[src/rtl/pea_feeder.sv]
// rtl/pea_feeder.sv - sequences weight/ifm beats into a PE array and tracks psum validity.
// Optional stride-2 row suppression is enabled by defining PEA_FEEDER_STRIDE2_EN.
module pea_feeder #(
   parameter int COL       = 8,
   parameter int WGT_WIDTH = 24,
   parameter int IFM_WIDTH = 128,
   parameter int PE_LAT    = 2,
   parameter int CNT_W     = 8
) (
   input  logic                 clk,
   input  logic                 rstn,
   input  logic                 start,
   input  logic [CNT_W-1:0]     cfg_rows,
   input  logic [CNT_W-1:0]     cfg_ic,
   input  logic [CNT_W-1:0]     cfg_oc,
   input  logic                 cfg_stride,
   input  logic                 wgt_valid,
   input  logic [WGT_WIDTH-1:0] wgt_data,
   output logic                 wgt_ready,
   input  logic                 ifm_valid,
   input  logic [IFM_WIDTH-1:0] ifm_data,
   output logic                 ifm_ready,
   output logic                 wgt_read,
   output logic [WGT_WIDTH-1:0] wgt_group,
   output logic                 ifm_read,
   output logic [IFM_WIDTH-1:0] ifm_group,
   output logic [COL-1:0]       pvalid,
   output logic                 ic_done,
   output logic                 oc_done,
   output logic                 stride,
   output logic                 busy,
   output logic                 done
);

`ifdef PEA_FEEDER_STRIDE2_EN
   localparam logic STRIDE_EN = 1'b1;
`else
   localparam logic STRIDE_EN = 1'b0;
`endif

   typedef enum logic [2:0] {IDLE, LOAD_WGT, LOAD_IFM, NEXT_IC, DRAIN} state_t;

   state_t               state_q, state_d;
   logic [CNT_W-1:0]     rows_q, rows_d, ic_cfg_q, ic_cfg_d, oc_cfg_q, oc_cfg_d;
   logic                 stride_q, stride_d;
   logic [1:0]           wcnt_q, wcnt_d;
   logic [CNT_W-1:0]     row_q, row_d, ic_cnt_q, ic_cnt_d, oc_cnt_q, oc_cnt_d;
   logic                 wgt_read_q, wgt_read_d, ifm_read_q, ifm_read_d;
   logic [WGT_WIDTH-1:0] wgt_group_q, wgt_group_d;
   logic [IFM_WIDTH-1:0] ifm_group_q, ifm_group_d;
   logic [PE_LAT:0]      pv_pipe_q, pv_pipe_d, icd_pipe_q, icd_pipe_d, ocm_pipe_q, ocm_pipe_d;
   logic                 oc_done_q, oc_done_d, done_q, done_d;
   logic                 wgt_hs, ifm_hs, skip_row, last_ic, pv_beat;
   logic [CNT_W-1:0]     last_pv_row;

   assign wgt_ready = (state_q == LOAD_WGT);
   assign ifm_ready = (state_q == LOAD_IFM);
   assign wgt_hs    = wgt_valid & wgt_ready;
   assign ifm_hs    = ifm_valid & ifm_ready;

   // With stride-2 the odd rows are dropped, so an even row count ends on a suppressed beat.
   assign skip_row    = stride_q & row_q[0];
   assign last_ic     = (ic_cnt_q == ic_cfg_q - CNT_W'(1));
   assign last_pv_row = (stride_q && !rows_q[0]) ? rows_q - CNT_W'(2) : rows_q - CNT_W'(1);
   assign pv_beat     = ifm_hs & (row_q >= CNT_W'(2)) & ~skip_row;

   always_comb begin
      state_d     = state_q;
      rows_d      = rows_q;
      ic_cfg_d    = ic_cfg_q;
      oc_cfg_d    = oc_cfg_q;
      stride_d    = stride_q;
      wcnt_d      = wcnt_q;
      row_d       = row_q;
      ic_cnt_d    = ic_cnt_q;
      oc_cnt_d    = oc_cnt_q;
      wgt_read_d  = wgt_hs;
      ifm_read_d  = ifm_hs;
      wgt_group_d = wgt_hs ? wgt_data : wgt_group_q;
      ifm_group_d = ifm_hs ? ifm_data : ifm_group_q;
      pv_pipe_d   = {pv_pipe_q[PE_LAT-1:0], pv_beat};
      icd_pipe_d  = {icd_pipe_q[PE_LAT-1:0], pv_beat & last_ic};
      ocm_pipe_d  = {ocm_pipe_q[PE_LAT-1:0], ifm_hs & last_ic & (row_q == last_pv_row)};
      oc_done_d   = ocm_pipe_q[PE_LAT];
      done_d      = 1'b0;
      case (state_q)
         IDLE: begin
            if (start) begin
               rows_d   = cfg_rows;
               ic_cfg_d = cfg_ic;
               oc_cfg_d = cfg_oc;
               stride_d = cfg_stride & STRIDE_EN;
               wcnt_d   = '0;
               row_d    = '0;
               ic_cnt_d = '0;
               oc_cnt_d = '0;
               state_d  = LOAD_WGT;
            end
         end
         LOAD_WGT: begin
            if (wgt_hs) begin
               if (wcnt_q == 2'd2) begin
                  wcnt_d  = '0;
                  state_d = LOAD_IFM;
               end else begin
                  wcnt_d = wcnt_q + 2'd1;
               end
            end
         end
         LOAD_IFM: begin
            if (ifm_hs) begin
               if (row_q == rows_q - CNT_W'(1)) begin
                  row_d   = '0;
                  state_d = NEXT_IC;
               end else begin
                  row_d = row_q + CNT_W'(1);
               end
            end
         end
         NEXT_IC: begin
            if (ic_cnt_q < ic_cfg_q - CNT_W'(1)) begin
               ic_cnt_d = ic_cnt_q + CNT_W'(1);
               state_d  = LOAD_WGT;
            end else if (oc_cnt_q < oc_cfg_q - CNT_W'(1)) begin
               ic_cnt_d = '0;
               oc_cnt_d = oc_cnt_q + CNT_W'(1);
               state_d  = LOAD_WGT;
            end else begin
               state_d = DRAIN;
            end
         end
         DRAIN: begin
            // done lands in the first IDLE cycle so it never overlaps busy
            if (pv_pipe_q == '0 && ocm_pipe_q == '0 && !oc_done_q) begin
               done_d  = 1'b1;
               state_d = IDLE;
            end
         end
         default: state_d = IDLE;
      endcase
   end

   always_ff @(posedge clk or negedge rstn) begin
      if (!rstn) begin
         state_q     <= IDLE;
         rows_q      <= '0;
         ic_cfg_q    <= '0;
         oc_cfg_q    <= '0;
         stride_q    <= 1'b0;
         wcnt_q      <= '0;
         row_q       <= '0;
         ic_cnt_q    <= '0;
         oc_cnt_q    <= '0;
         wgt_read_q  <= 1'b0;
         ifm_read_q  <= 1'b0;
         wgt_group_q <= '0;
         ifm_group_q <= '0;
         pv_pipe_q   <= '0;
         icd_pipe_q  <= '0;
         ocm_pipe_q  <= '0;
         oc_done_q   <= 1'b0;
         done_q      <= 1'b0;
      end else begin
         state_q     <= state_d;
         rows_q      <= rows_d;
         ic_cfg_q    <= ic_cfg_d;
         oc_cfg_q    <= oc_cfg_d;
         stride_q    <= stride_d;
         wcnt_q      <= wcnt_d;
         row_q       <= row_d;
         ic_cnt_q    <= ic_cnt_d;
         oc_cnt_q    <= oc_cnt_d;
         wgt_read_q  <= wgt_read_d;
         ifm_read_q  <= ifm_read_d;
         wgt_group_q <= wgt_group_d;
         ifm_group_q <= ifm_group_d;
         pv_pipe_q   <= pv_pipe_d;
         icd_pipe_q  <= icd_pipe_d;
         ocm_pipe_q  <= ocm_pipe_d;
         oc_done_q   <= oc_done_d;
         done_q      <= done_d;
      end
   end

   assign wgt_read  = wgt_read_q;
   assign ifm_read  = ifm_read_q;
   assign wgt_group = wgt_group_q;
   assign ifm_group = ifm_group_q;
   assign pvalid    = {COL{pv_pipe_q[PE_LAT]}};
   assign ic_done   = icd_pipe_q[PE_LAT];
   assign oc_done   = oc_done_q;
   assign stride    = stride_q;
   assign busy      = (state_q != IDLE);
   assign done      = done_q;

endmodule
[config.mk]
export PLATFORM = sky130hd
export DESIGN_NAME = pea_feeder
export DESIGN_NICKNAME = d
export VERILOG_FILES = /design/src/rtl/pea_feeder.sv
export SDC_FILE = /design/constraint.sdc
export NUM_CORES = 1
export LEC_CHECK = 0
export CAP_MARGIN = 20
export CORE_ASPECT_RATIO = 0.6
export CORE_MARGIN = 2
export CORE_UTILIZATION = 48
export DETAILED_ROUTE_END_ITERATION = 16
export GPL_ROUTABILITY_DRIVEN = 0
export HOLD_SLACK_MARGIN = 0.05
export PLACE_DENSITY = 0.86
export SLEW_MARGIN = 20
export SYNTH_ARGS = -nofsm -noshare
export SYNTH_HDL_FRONTEND = slang
export SYNTH_SLANG_ARGS = --single-unit
[constraint.sdc]
create_clock -name clk -period 5.5 [get_ports clk]
set_input_delay 0.825 -clock clk [delete_from_list [all_inputs] [get_ports clk]]
set_output_delay 0.825 -clock clk [all_outputs]
set_load 0.02 [all_outputs]
==> out/summary.md <==
### Logic synthesis
• 1245 — net count after synthesis
• simple AND/OR/NAND/NOR gates — main combinational cell family by area after synthesis
• 8.958 sq um — mean cell area of the mapped netlist
• 9325 sq um — total standard cell area after synthesis
• 1041 — synthesized instance count
• 0 — count of flip-flops with a built-in enable after synthesis
• 2.160% — post-synthesis share of cell area spent on xor and xnor gates
• 58.50% — part of the Yosys area used for sequential elements
• 54 — number of distinct standard cells referenced by the synthesized netlist
• 3.059% — fraction of the mapped netlist area in adder cells
• 4.455% — complex-gate fraction of the synthesized area
• 100.0% — Synth async-reset ratio
• 28.14% — Synth Area in Simple Gates
• sky130_fd_sc_hd__dfrtp_1 — primary flip-flop cell chosen by synthesis mapping
• 218 — count of state elements after synthesis
• 0 — Synth warnings
• 0.3354% — fraction of synthesized area in multiplexers

### Placed design
• 348 — number of I/O port buffers
• 18950 um — half-perimeter wire length of the detailed placement result
• 2.077 ns — Setup WS pre-CTS

### Clock network
• 0.06 ns — Reg clk slew, reported paths
• 0.50 ns — source-to-sink clock delay at the later pin of the worst-skew pair
• sky130_fd_sc_hd__clkbuf_16 — CTS Root Cell
• 0 — cells resized by post-CTS repair
• 3 — Max Root-Sink Buffers
• 0 — Post CTS Setup Buffer Count
• 1 — depth of the CTS H-tree
• yes — CTS tree
• 0 — number of hold buffers added after CTS
• 22 — CTS buffer count
• 218 — count of clock tree sinks

### Timing
• 292.7 MHz — Fmax
• 3.416 ns — Tmin final
• 62.11% — fraction of the cycle the final worst path needs
• 0 — Max Transition Viols Final
• 36.16% — worst rel slew slack
• 0 — final number of setup-violating endpoints
• 0 ns — setup TNS after final layout
• 0.01119 ns — worst-case clock skew
• 0 — Final Hold Viols
• no — unrepaired setup endpoints after global routing
• 2.084 ns — Final Worst Setup Slack
• 0.9576 ns — worst slew pin tran
• 0.3279 ns — Worst Hold Slack

### Power and ir drop
• 34.5% — sequential power share
• 7.795 mW — Pwr Total
• 4.901 mW — internal portion of total power
• 6.676 nW — leakage
• 565.1 nW/um^2 — areal power density over the cells
• 2.895 mW — net switching component of the power
• 43.0% — fraction of power consumed by combinational cells
• 0.3361 mV — maximum resistive drop on vdd
• 37.13% — switching share of total power
• 22.5% — clock network fraction of total power

### Worst setup path
• ic_cnt_q[3]$_DFFE_PN0P_ — worst flop-to-flop path endpoint
• 5.89 ns — data required time at the worst endpoint
• or4_1 > nor4_1 > xnor2_1 > ha_1 > a211o_1 > nor2_1 > nor3_1 > o21a_1 > a31o_2 — sequence of cells on the critical path
• ic_cnt_q[3]$_DFFE_PN0P_ — Critical path destination
• 13 — critical-path maximum fanout
• 9 — Reg2Reg Depth
• 0.57 ns — Crit path largest cell delay
• ic_cfg_q[4]$_DFFE_PN0P_ — Critical Path Source
• sky130_fd_sc_hd__nor2_1 — cell with the biggest individual delay on the critical path
• 3.81 ns — arrival time at the worst endpoint
• 2.08 ns — register-to-register path setup slack
• register — kind of end point of the critical path
• ic_cfg_q[4]$_DFFE_PN0P_ — Reg2Reg Launch Point
• register — critical path launch point type
• register to register — crit path kind

### Floorplan
• 19030 sq um — CORE AREA
• 351 — number of I/O pins
• 39 — number of cell rows
• 183.9 um — Die Span X
• 112.0 um — die span in y
• 49.00% — Initial Util
• 20590 sq um — area of the die

### Worst hold path
• input pin to async pin — classification of the worst-slack hold path

### Final layout
• 47.93% — area growth from synthesis to layout
• 1364 — count of fill cells added during filler insertion
• 540 x sky130_fd_sc_hd__nand2_1, 347 x sky130_fd_sc_hd__clkdlybuf4s50_1, 218 x sky130_fd_sc_hd__dfrtp_1, 23 x sky130_fd_sc_hd__clkbuf_16, 22 x sky130_fd_sc_hd__ha_1 — highest-count cells in the layout ignoring fill and taps
• 1569 — Nets
• 4.275% — layout cell share with drive strength beyond 1
• 72.49% — utilization after layout
• 0 — ANT cells
• sky130_fd_sc_hd__nand2_1 — commonest non-fill, non-tap cell in the layout

### Drt
• 8 — detailed-routing iteration count for the pre-antenna-repair pass
• 0 — count of nets left with antenna violations after detail routing
• 465 — number of violations reported at the end of detailed-routing iteration 0
• 8087 — Vias
• 4.974 — vias per std cell
• 16.57 um — average detailed-routed wire length per instance
• 26940 um — total routed wirelength
• 0 — number of design rule violations left after detail routing

### GRT
• 8.440% — met3 track utilization from global routing
• met2 — most used routing layer in global routing
• 2 — number of antenna violations at the first check in global routing
• 42970 um — first-pass GRT wire length
• 33.06% — met1 demand-to-capacity share in global routing
• 8275 — vias in the first global route
• 26.35% — overall track demand over capacity in global routing
• 0 — Congestion Overflow GR
• 43.42% — met2 layer usage reported by global route
• 123 — pin count of the biggest net entering global routing

### Run status
• finished clean — outcome

### Job
• 0 — max-cap check violation count

[how the worst min path moves through the flow]
stage                                        from                 endpoint  slack [ns]  cells past startpoint
after floorplan           icd_pipe_q[0]$_DFF_PN0_  icd_pipe_q[1]$_DFF_PN0_        0.33                      0
after global placement    icd_pipe_q[1]$_DFF_PN0_  icd_pipe_q[2]$_DFF_PN0_        0.33                      0
after detailed placement  icd_pipe_q[1]$_DFF_PN0_  icd_pipe_q[2]$_DFF_PN0_        0.33                      0
after CTS                 icd_pipe_q[1]$_DFF_PN0_  icd_pipe_q[2]$_DFF_PN0_        0.34                      0
after global routing      icd_pipe_q[1]$_DFF_PN0_  icd_pipe_q[2]$_DFF_PN0_        0.36                      0
final                                        rstn  ic_cfg_q[1]$_DFFE_PN0P_        0.33                      1
[critical path, delay by kind of cell (launching register included)]
family | cells | cell delay (ns)
compound gates | 3 | 0.78
xor+xnor | 1 | 0.17
fa+ha+maj | 1 | 0.28
flops | 1 | 0.42
simple gates | 4 | 1.67
[layer usage]
layer	vias to the layer above	routed length (um)
li1	3953	-
met1	3823	10950
met2	253	12810
met3	58	2154
met4	0	1020
met5	-	0
[registers in the layout, summed over array words and instances (netlist names)]
name,flops
ocm_pipe_q,3
ifm_read,1
oc_cnt_q,8
ic_cnt_q,8
ic_cfg_q,8
oc_cfg_q,8
done,1
wgt_read,1
ifm_group,128
row_q,8
oc_done,1
state_q,3
pv_pipe_q,3
icd_pipe_q,3
wcnt_q,2
wgt_group,24
rows_q,8
[power groups by stage]
stage	Combinational (mW)	Sequential [mW]	Clock, mW
2_1_floorplan	1.07	3.30	0
3_3_place_gp	3.27	2.66	0
3_5_place_dp	3.35	2.70	0
4_1_cts	3.38	2.69	1.78
5_1_grt	3.63	2.77	1.85
6_report	3.36	2.69	1.75
[cells in the mapped netlist (all sizes together) (9+ instances only)]
| cell | count | area, sq um |
|---|---|---|
| ha | 22 | 275.3 |
| nor2 | 20 | 75.07 |
| nand4 | 13 | 81.33 |
| nor3 | 12 | 65.06 |
| dfrtp | 218 | 5455 |
| o21ai | 18 | 93.84 |
| clkbuf | 36 | 135.1 |
| nand3 | 12 | 60.06 |
| inv | 13 | 48.80 |
| buf | 18 | 117.6 |
| nand2 | 541 | 2033 |
| a21oi | 13 | 65.06 |
| xor2 | 9 | 78.83 |
| xnor2 | 14 | 122.6 |
[per-stage QoR]
| stage | cell area (sq um) | cells |
|---|---|---|
| 2_1_floorplan | 9325 | 1041 |
| 5_1_grt | 13790 | 1626 |
| 4_1_cts | 13790 | 1626 |
| 3_3_place_gp | 12930 | 1587 |
| 3_5_place_dp | 12930 | 1587 |
| 6_report | 13790 | 1626 |
[final cells by class]
cell class                 instances  area, sq um  area share (%)
clock buffer                      30        661.9           4.798
clock inverter                     9        198.9           1.442
sequential                       218         5455           39.55
tap                              246        307.8           2.231
multi-input combinational        754         3578           25.94
timing repair buffer             354         3533           25.61
inverter                          15        58.81          0.4263
[cells by family (layout without fill, tap and decap cells)]
| kind of cell | after synthesis | after routing |
|---|---|---|
| simple gates | 641 | 641 |
| flops | 218 | 218 |
| buf+inv | 69 | 408 |
| compound gates | 63 | 63 |
| fa+ha+maj | 23 | 23 |
| xor+xnor | 23 | 23 |
| mux | 3 | 3 |
| other cells | 1 | 1 |
(Power assumes the default switching activity.)
